**config.mk**
```make
export PLATFORM = sky130hd
export DESIGN_NAME = imem_loader
export DESIGN_NICKNAME = d
export VERILOG_FILES = /design/src/rtl/imem_loader.sv
export SDC_FILE = /design/constraint.sdc
export NUM_CORES = 1
export LEC_CHECK = 0
export BUFFER_PORTS_ARGS = -buffer_cell sky130_fd_sc_hd__buf_2
export CAP_MARGIN = 30
export CELL_PAD_IN_SITES_DETAIL_PLACEMENT = 2
export CELL_PAD_IN_SITES_GLOBAL_PLACEMENT = 2
export CORE_ASPECT_RATIO = 1.75
export CORE_MARGIN = 2
export CORE_UTILIZATION = 38
export CTS_BUF_LIST = sky130_fd_sc_hd__clkbuf_4
export DETAILED_ROUTE_END_ITERATION = 8
export PLACE_DENSITY_LB_ADDON = 0.05
export SYNTH_ARGS = -nofsm -noshare
export SYNTH_HDL_FRONTEND = slang
export SYNTH_SLANG_ARGS = --single-unit
export TNS_END_PERCENT = 30
```
**constraint.sdc**
```tcl
create_clock -name clk0 -period 4 [get_ports clk0]
set_input_delay 0 -clock clk0 [delete_from_list [all_inputs] [get_ports clk0]]
set_output_delay 0 -clock clk0 [all_outputs]
set_load 0.005 [all_outputs]
```
**src/rtl/imem_loader.sv**
```systemverilog
// rtl/imem_loader.sv - serial boot-frame loader that writes a checked program image into instruction memory
module imem_loader #(
    parameter logic [7:0] SYNC_BYTE = 8'hA5,
    parameter int         MAX_WORDS = 64
) (
    input  logic        clk0,
    input  logic        reset,
    input  logic        rx_valid,
    input  logic [7:0]  rx_data,
    output logic        rx_ready,
    output logic        imem_we,
    output logic [5:0]  imem_addr,
    output logic [15:0] imem_wdata,
    output logic        core_rst_n,
    output logic        load_done,
    output logic        load_err
);
    typedef enum logic [2:0] {IDLE, COUNT, HI, LO, CHECK, DONE, ERR} state_t;

    localparam logic [7:0] MAX_N = 8'(MAX_WORDS);

    state_t     state, state_nxt;
    logic [5:0] ptr, last_ptr;
    logic [7:0] acc, hi_byte;
    logic       accept, count_ok;

    assign rx_ready   = (state != DONE);
    assign core_rst_n = (state == DONE);
    assign load_done  = (state == DONE);
    assign load_err   = (state == ERR);
    assign accept     = rx_valid && rx_ready;
    assign count_ok   = (rx_data != 8'd0) && (rx_data <= MAX_N);

    always_ff @(posedge clk0) begin
        if (!reset) state <= IDLE;
        else        state <= state_nxt;
    end

    always_comb begin
        state_nxt = state;
        if (accept) begin
            case (state)
                IDLE:    if (rx_data == SYNC_BYTE) state_nxt = COUNT;
                COUNT:   state_nxt = count_ok ? HI : ERR;
                HI:      state_nxt = LO;
                LO:      state_nxt = (ptr == last_ptr) ? CHECK : HI;
                CHECK:   state_nxt = (rx_data == acc) ? DONE : ERR;
                ERR:     if (rx_data == SYNC_BYTE) state_nxt = COUNT;
                default: state_nxt = state;
            endcase
        end
    end

    // Pointer stops at N-1 so the final word of a 64-word image never wraps the address.
    always_ff @(posedge clk0) begin
        if (!reset) begin
            imem_we    <= 1'b0;
            imem_addr  <= 6'd0;
            imem_wdata <= 16'd0;
            ptr        <= 6'd0;
            last_ptr   <= 6'd0;
            acc        <= 8'd0;
            hi_byte    <= 8'd0;
        end else begin
            imem_we <= 1'b0;
            if (accept) begin
                case (state)
                    COUNT: begin
                        if (count_ok) begin
                            ptr      <= 6'd0;
                            acc      <= 8'd0;
                            last_ptr <= 6'(rx_data - 8'd1);
                        end
                    end
                    HI: begin
                        hi_byte <= rx_data;
                        acc     <= acc ^ rx_data;
                    end
                    LO: begin
                        acc        <= acc ^ rx_data;
                        imem_we    <= 1'b1;
                        imem_addr  <= ptr;
                        imem_wdata <= {hi_byte, rx_data};
                        if (ptr != last_ptr) ptr <= ptr + 6'd1;
                    end
                    default: ;
                endcase
            end
        end
    end
endmodule

```
==> results of run 1 <==
[registers in the layout, summed over array words and instances (netlist names)]
signal / cells
imem_wdata: 16
imem_we: 1
imem_addr: 6
acc: 8
ptr: 6
last_ptr: 6
hi_byte: 8
state: 3
[repair_timing]
action	CTS	global route
gates resized for setup	0	0
endpoints found under the hold margin	19	0
hold buffers	10	0
[metrics by stage]
| stage | hold WS (ns) | setup WS, ns | cells | area (um^2) |
|---|---|---|---|---|
| 6_report | 0.4594 | 1.552 | 445 | 3078 |
| 4_1_cts | 0.4308 | 1.467 | 444 | 3075 |
| 3_5_place_dp | 0.3225 | 1.506 | 426 | 2894 |
| 3_3_place_gp | 0.3152 | 1.614 | 426 | 2894 |
| 5_1_grt | 0.4594 | 1.270 | 445 | 3078 |
| 2_1_floorplan | 0.1348 | 2.332 | 326 | 2695 |
[report_power, final]
group          internal, mW  total (mW)  switching, mW
Combinational        0.0740       0.181          0.107
Sequential            0.563       0.596         0.0329
Clock                 0.133       0.329          0.196
Total                 0.770        1.11          0.336
[synthesized netlist by cell type (all sizes together)]
cell | n | area share
nand3 | 9 | 0.017
nor2 | 9 | 0.013
or2b | 2 | 0.0056
o221ai | 4 | 0.013
xor2 | 1 | 0.0033
a21oi | 4 | 0.0088
mux2i | 1 | 0.0037
o221a | 1 | 0.0042
a221o | 8 | 0.030
nand4 | 6 | 0.014
a21o | 1 | 0.0028
clkbuf | 17 | 0.024
nor2b | 1 | 0.0023
and2 | 1 | 0.0023
or4 | 1 | 0.0028
nand2 | 77 | 0.11
o211ai | 2 | 0.0056
and4b | 1 | 0.0037
and3 | 10 | 0.023
nor3 | 5 | 0.011
buf | 6 | 0.016
nor4 | 1 | 0.0079
xnor2 | 12 | 0.039
o31ai | 1 | 0.0028
or3 | 3 | 0.0070
nor4b | 1 | 0.0056
o311ai | 3 | 0.0098
o22ai | 1 | 0.0023
dfxtp | 54 | 0.40
or4b | 1 | 0.0051
a2111oi | 1 | 0.0037
nand3b | 1 | 0.0028
o21ai | 12 | 0.024
nand2b | 18 | 0.042
inv | 10 | 0.014
ha | 3 | 0.014
a21boi | 32 | 0.089
o211a | 5 | 0.019
[critical path: cells and delay by family (launching register included)]
family / cells / cell delay [ns]
flops: 1 / 0.45
simple gates: 4 / 1.80
compound gates: 1 / 0.13
[cell type report]
| class | instances | area, um^2 | area share |
|---|---|---|---|
| multi-input combinational | 239 | 1470 | 0.4776 |
| tap | 84 | 105.1 | 0.03415 |
| timing repair buffer | 49 | 300.3 | 0.09756 |
| sequential | 54 | 1081 | 0.3512 |
| clock inverter | 3 | 43.79 | 0.01423 |
| inverter | 10 | 37.54 | 0.01220 |
| antenna | 1 | 2.502 | 0.0008130 |
| clock buffer | 5 | 37.54 | 0.01220 |
[worst min path at each step]
stage | end | slack, ns
finish | hi_byte[1] | 0.46
global placement | imem_wdata[1] | 0.32
global route | imem_wdata[0] | 0.46
floorplan | hi_byte[0] | 0.13
CTS | hi_byte[1] | 0.43
detailed placement | imem_wdata[1] | 0.32
[routing by layer]
metal / global-route usage / wire length [um] / up-vias
met5: 0 / 0 / -
met4: 0.07483 / 111 / 0
met3: 0.03033 / 182 / 6
met2: 0.4118 / 4297 / 33
met1: 0.2515 / 3181 / 1208
li1: - / - / 1192
[kinds of logic (layout without fill, tap and decap cells)]
group | Yosys count | in the layout | share of synthesized area
and+or+nand+nor | 147 | 147 | 0.2716
xor gates and xnor gates | 13 | 13 | 0.04225
buffers and inverters | 33 | 67 | 0.05339
other | 0 | 1 | 0
muxes | 1 | 1 | 0.003714
AOI/OAI and AO/OA | 75 | 75 | 0.2140
adders and majority gates | 3 | 3 | 0.01393
DFF | 54 | 54 | 0.4011
==> run_results.csv, run 1 <==
group,metric,value,unit
setup_path,endpoint_kind,"flip-flop",
timing,slew_viol_final,0,
timing,hold_viol,0,
power,ir_drop,180.7,uV
setup_path,rrSetupSlack,1.55,ns
timing,rsz0062_at_grt,"no",
setup_path,r2r_start,"state[2]",
final_layout,nFillCells,815,
timing,setup_tns,0,ns
final_layout,areaGrowthSynthToFinish,14.21,%
floorplanning,start_util,0.3931,
drt,wl,7772,um
setup_path,required,4.34,ns
floorplanning,core-area,0.006857,mm^2
clocking,cts_root_buffer,"clkbuf_4",
floorplanning,pin_count,38,
hold_path,hold_path_class,"in2reg",
timing,worst_slew_pin_slew,0.8266,ns
drt,viasPerCell,5.481,
drt,routedWlPerCell,17.47,um
floorplanning,rows,40,
clocking,clock_sinks,54,
hold_path,hold_depth,4,
clocking,post_cts.repair.setup_buffers,0,
drt,drtAntennaViolNets,0,
floorplanning,dieArea,0.007808,mm^2
power,p_per_area,359.4,mW/mm^2
drt,drcViolationCount,0,
grt,grt_first_pass_wirelength,13090,um
setup_path,crit_type,"reg2reg",
grt,grt_max_degree,42,
yosys,netlist_area,0.002695,mm^2
yosys,yosysWarningCount,0,
final_layout,drive_gt1_frac,0.1528,
setup_path,cp_max_fo,23,
grt,grt_pass1_vias,2596,
floorplanning,die_x,67.66,um
grt,track_usage,0.2226,
setup_path,slowest_stage,"or3_1",
final_layout,utilization,0.4489,
yosys,syn-instance-count,326,
timing,min_period,2.448,ns
drt,drt_pass1_iterations,4,
power,power,1.106,mW
final_layout,nNetsFinal,373,
drt,drtIter0Drc,123,
timing,fin_worst_skew,0.01676,ns
yosys,synth_nets,340,
clocking,cts_inserted_buffers,5,
yosys,synth_cell_types,48,
place,dpl.hpwl,5573,um
setup_path,rr_worst_depth,5,
clocking,cts_tree,"yes",
setup_path,cp_cell_sequence,"nand2b_1 > nor2_1 > nand2_1 > or3_1 > a21boi_1",
setup_path,r2r_end,"ptr[0]",
clocking,clock_latency,0.40,ns
clocking,htreeDepth,2,
place,io_buffer_count,37,
timing,max_slew_margin,0.4447,
setup_path,cp-start-kind,"flip-flop",
grt,grt_overflow,0,
place,gp_congestion,0.8127,
floorplanning,die_h,115.4,um
run,drv_cap,0,
timing,finalSetupViolCount,0,
setup_path,crit_arrival,2.79,ns
yosys,syn_area_per_cell,8.267,um^2
clocking,clkTransAtPathRegs,0.18,ns
grt,grt_antenna_before_repair,1,
yosys,ys_ff_latch,54,
setup_path,crit_end,"ptr[0]",
timing,fmax,0.4085,GHz
setup_path,slowest_delay,0.54,ns
final_layout,layout.cells.most_common_list,"77 x nand2_1, 54 x dfxtp_1, 37 x buf_2, 30 x a21boi_1, 18 x nand2b_1",
power,leakagePower,1.241,nW
timing,period_share,0.6120,
setup_path,crit_path_start,"state[2]",
yosys,ys_seq_area_frac,0.4011,
hold_path,min_from,"rx_data[1]",
status,outcome,"completed",
clocking,clockBufferDepth,2,
final_layout,layout_commonest_cell,"nand2_1",
drt,vias,2439,
(Power assumes the default switching activity.)
==> run 2: changes to the inputs <==
--- a/config.mk
+++ b/config.mk
@@ -11,7 +11,7 @@
 export CELL_PAD_IN_SITES_GLOBAL_PLACEMENT = 2
 export CORE_ASPECT_RATIO = 1.75
 export CORE_MARGIN = 2
-export CORE_UTILIZATION = 38
+export CORE_UTILIZATION = 35
 export CTS_BUF_LIST = sky130_fd_sc_hd__clkbuf_4
 export DETAILED_ROUTE_END_ITERATION = 8
 export PLACE_DENSITY_LB_ADDON = 0.05
==> constraint.sdc (replaced) <==
create_clock -name clk0 -period 2.6 [get_ports clk0]
set_input_delay 0 -clock clk0 [delete_from_list [all_inputs] [get_ports clk0]]
set_output_delay 0 -clock clk0 [all_outputs]
set_load 0.005 [all_outputs]
==> run 2 against run 1 <==
Effect of this change: clock-buffer cell count unchanged; combinational power increased by 73%; critical path depth increased by 1; largest power group unchanged; worst setup slack got worse by 0.99 ns; register-to-register slack got worse by 0.99 ns; sequential power increased by 52%; routed wire length increased by 7.1%; largest cell class unchanged.
==> run_results.csv, run 2 (synthesis gave the netlist of run 1 again) <==
group,metric,value,unit
floorplanning,die_h,120.1,um
clocking,clock_sinks,54,
drt,drtAntennaViolNets,0,
run,drv_cap,0,
drt,drt_pass1_iterations,4,
floorplanning,pin_count,38,
floorplanning,dieArea,0.008446,mm^2
hold_path,hold_path_class,"in2reg",
timing,fin_ws,0.5580,ns
clocking,clkTransAtPathRegs,0.18,ns
power,p_per_area,552.9,mW/mm^2
place,io_buffer_count,37,
drt,viasPerCell,5.423,
final_layout,layout.cells.most_common_list,"77 x nand2_1, 54 x dfxtp_1, 37 x buf_2, 30 x a21boi_1, 18 x nand2b_1",
drt,drtIter0Drc,84,
setup_path,slowest_delay,0.48,ns
setup_path,cp_max_fo,11,
place,dp_slack,0.6130,ns
setup_path,slowest_stage,"dfxtp_1",
final_layout,areaGrowthSynthToFinish,15.83,%
power,ir_drop,275.0,uV
timing,fmax,0.4897,GHz
setup_path,r2r_start,"state[2]",
clocking,post_cts.repair.setup_buffers,0,
timing,slew_viol_final,0,
floorplanning,die_x,70.34,um
grt,grt_first_pass_wirelength,13880,um
setup_path,crit_arrival,2.34,ns
grt,track_usage,0.2111,
timing,fin_worst_skew,0.01975,ns
setup_path,cp_cell_sequence,"nand3b_1 > or3_1 > a21oi_1 > buf_4 > mux2i_1 > nor2b_1",
timing,hold_viol,0,
grt,grt_overflow,0,
setup_path,required,2.90,ns
setup_path,crit_type,"reg2reg",
clocking,clockBufferDepth,2,
grt,grt_antenna_before_repair,1,
place,gp_congestion,0.8057,
clocking,htreeDepth,2,
drt,routedWlPerCell,18.33,um
clocking,cts_inserted_buffers,5,
clocking,cts_tree,"yes",
drt,drcViolationCount,0,
setup_path,cp-start-kind,"flip-flop",
final_layout,largest-register,"imem_wdata",
power,power,1.726,mW
floorplanning,rows,42,
timing,finalSetupViolCount,0,
setup_path,endpoint_kind,"flip-flop",
hold_path,min_from,"reset",
floorplanning,core-area,0.007515,mm^2
status,outcome,"completed",
timing,min_period,2.042,ns
timing,max_slew_margin,0.6078,
drt,wl,8324,um
final_layout,largest_registers,"imem_wdata: 16 flops, acc: 8 flops, hi_byte: 8 flops",
clocking,cts_root_buffer,"clkbuf_4",
timing,setup_tns,0,ns
grt,grt_pass1_vias,2704,
clocking,cts_resized,0,
power,leakagePower,1.268,nW
timing,worst_slew_pin_slew,0.5838,ns
clocking,clock_latency,0.40,ns
setup_path,crit_path_start,"state[2]",
final_layout,nNetsFinal,378,
drt,vias,2462,
timing,period_share,0.7854,
final_layout,layout_commonest_cell,"nand2_1",
final_layout,drive_gt1_frac,0.1671,
grt,grt_max_degree,30,
timing,rsz0062_at_grt,"no",
final_layout,largest_reg_flops,16,
floorplanning,start_util,0.3586,
place,dpl.hpwl,6132,um
clocking,hold_buffers,9,
setup_path,rrSetupSlack,0.56,ns
run 2: cell count changes in the layout (fill, tap and decap cells not counted), sizes merged:
cell	before	now
buf	39	45
clkinv	1	0
dlygate4sd3	10	9
inv	11	12
run 2: stage by stage:
stage               area (um^2)    util  hold slack (ns)  std cells
floorplan                  2695       -           0.1348        326
global placement           2944  0.3918           0.3230        436
detailed placement         2944  0.3918           0.3251        436
CTS                        3119  0.4151          0.06536        453
global route               3122  0.4154          0.08092        454
finish                     3122  0.4154          0.07801        454
run 2: cell type report:
cell class,count,area [um^2]
Fill cell,894,4393
Multi-Input combinational cell,239,1470
Sequential cell,54,1081
Timing Repair Buffer,54,335.3
Tap cell,88,110.1
Clock inverter,3,47.55
Clock buffer,5,37.54
Inverter,10,37.54
Antenna cell,1,2.502
run 2: where the power goes:
group | total [mW] | internal, mW | switching [mW]
Clock | 0.508 | 0.210 | 0.298
Sequential | 0.905 | 0.867 | 0.0384
Combinational | 0.313 | 0.126 | 0.187
run 2: layer usage:
metal / track usage / wire [um]
met3: 0.02687 / 222
met5: 0 / 0
met1: 0.2290 / 3219
met2: 0.3980 / 4592
met4: 0.09135 / 290
run 2: worst paths after layout:
check / end / cells past startpoint
max: last_ptr[0] / 6
min: imem_wdata[4] / 2
max reg2reg: last_ptr[0] / 6
min reg2reg: imem_wdata[8] / 2
run 2: worst max-delay path, delay by kind of cell, from the launching register on:
family / cells / cell delay, ns
AO/OA/AOI/OAI: 1 / 0.13
buffers and inverters: 1 / 0.20
flip-flops: 1 / 0.48
multiplexers: 1 / 0.34
AND/OR/NAND/NOR: 3 / 0.78
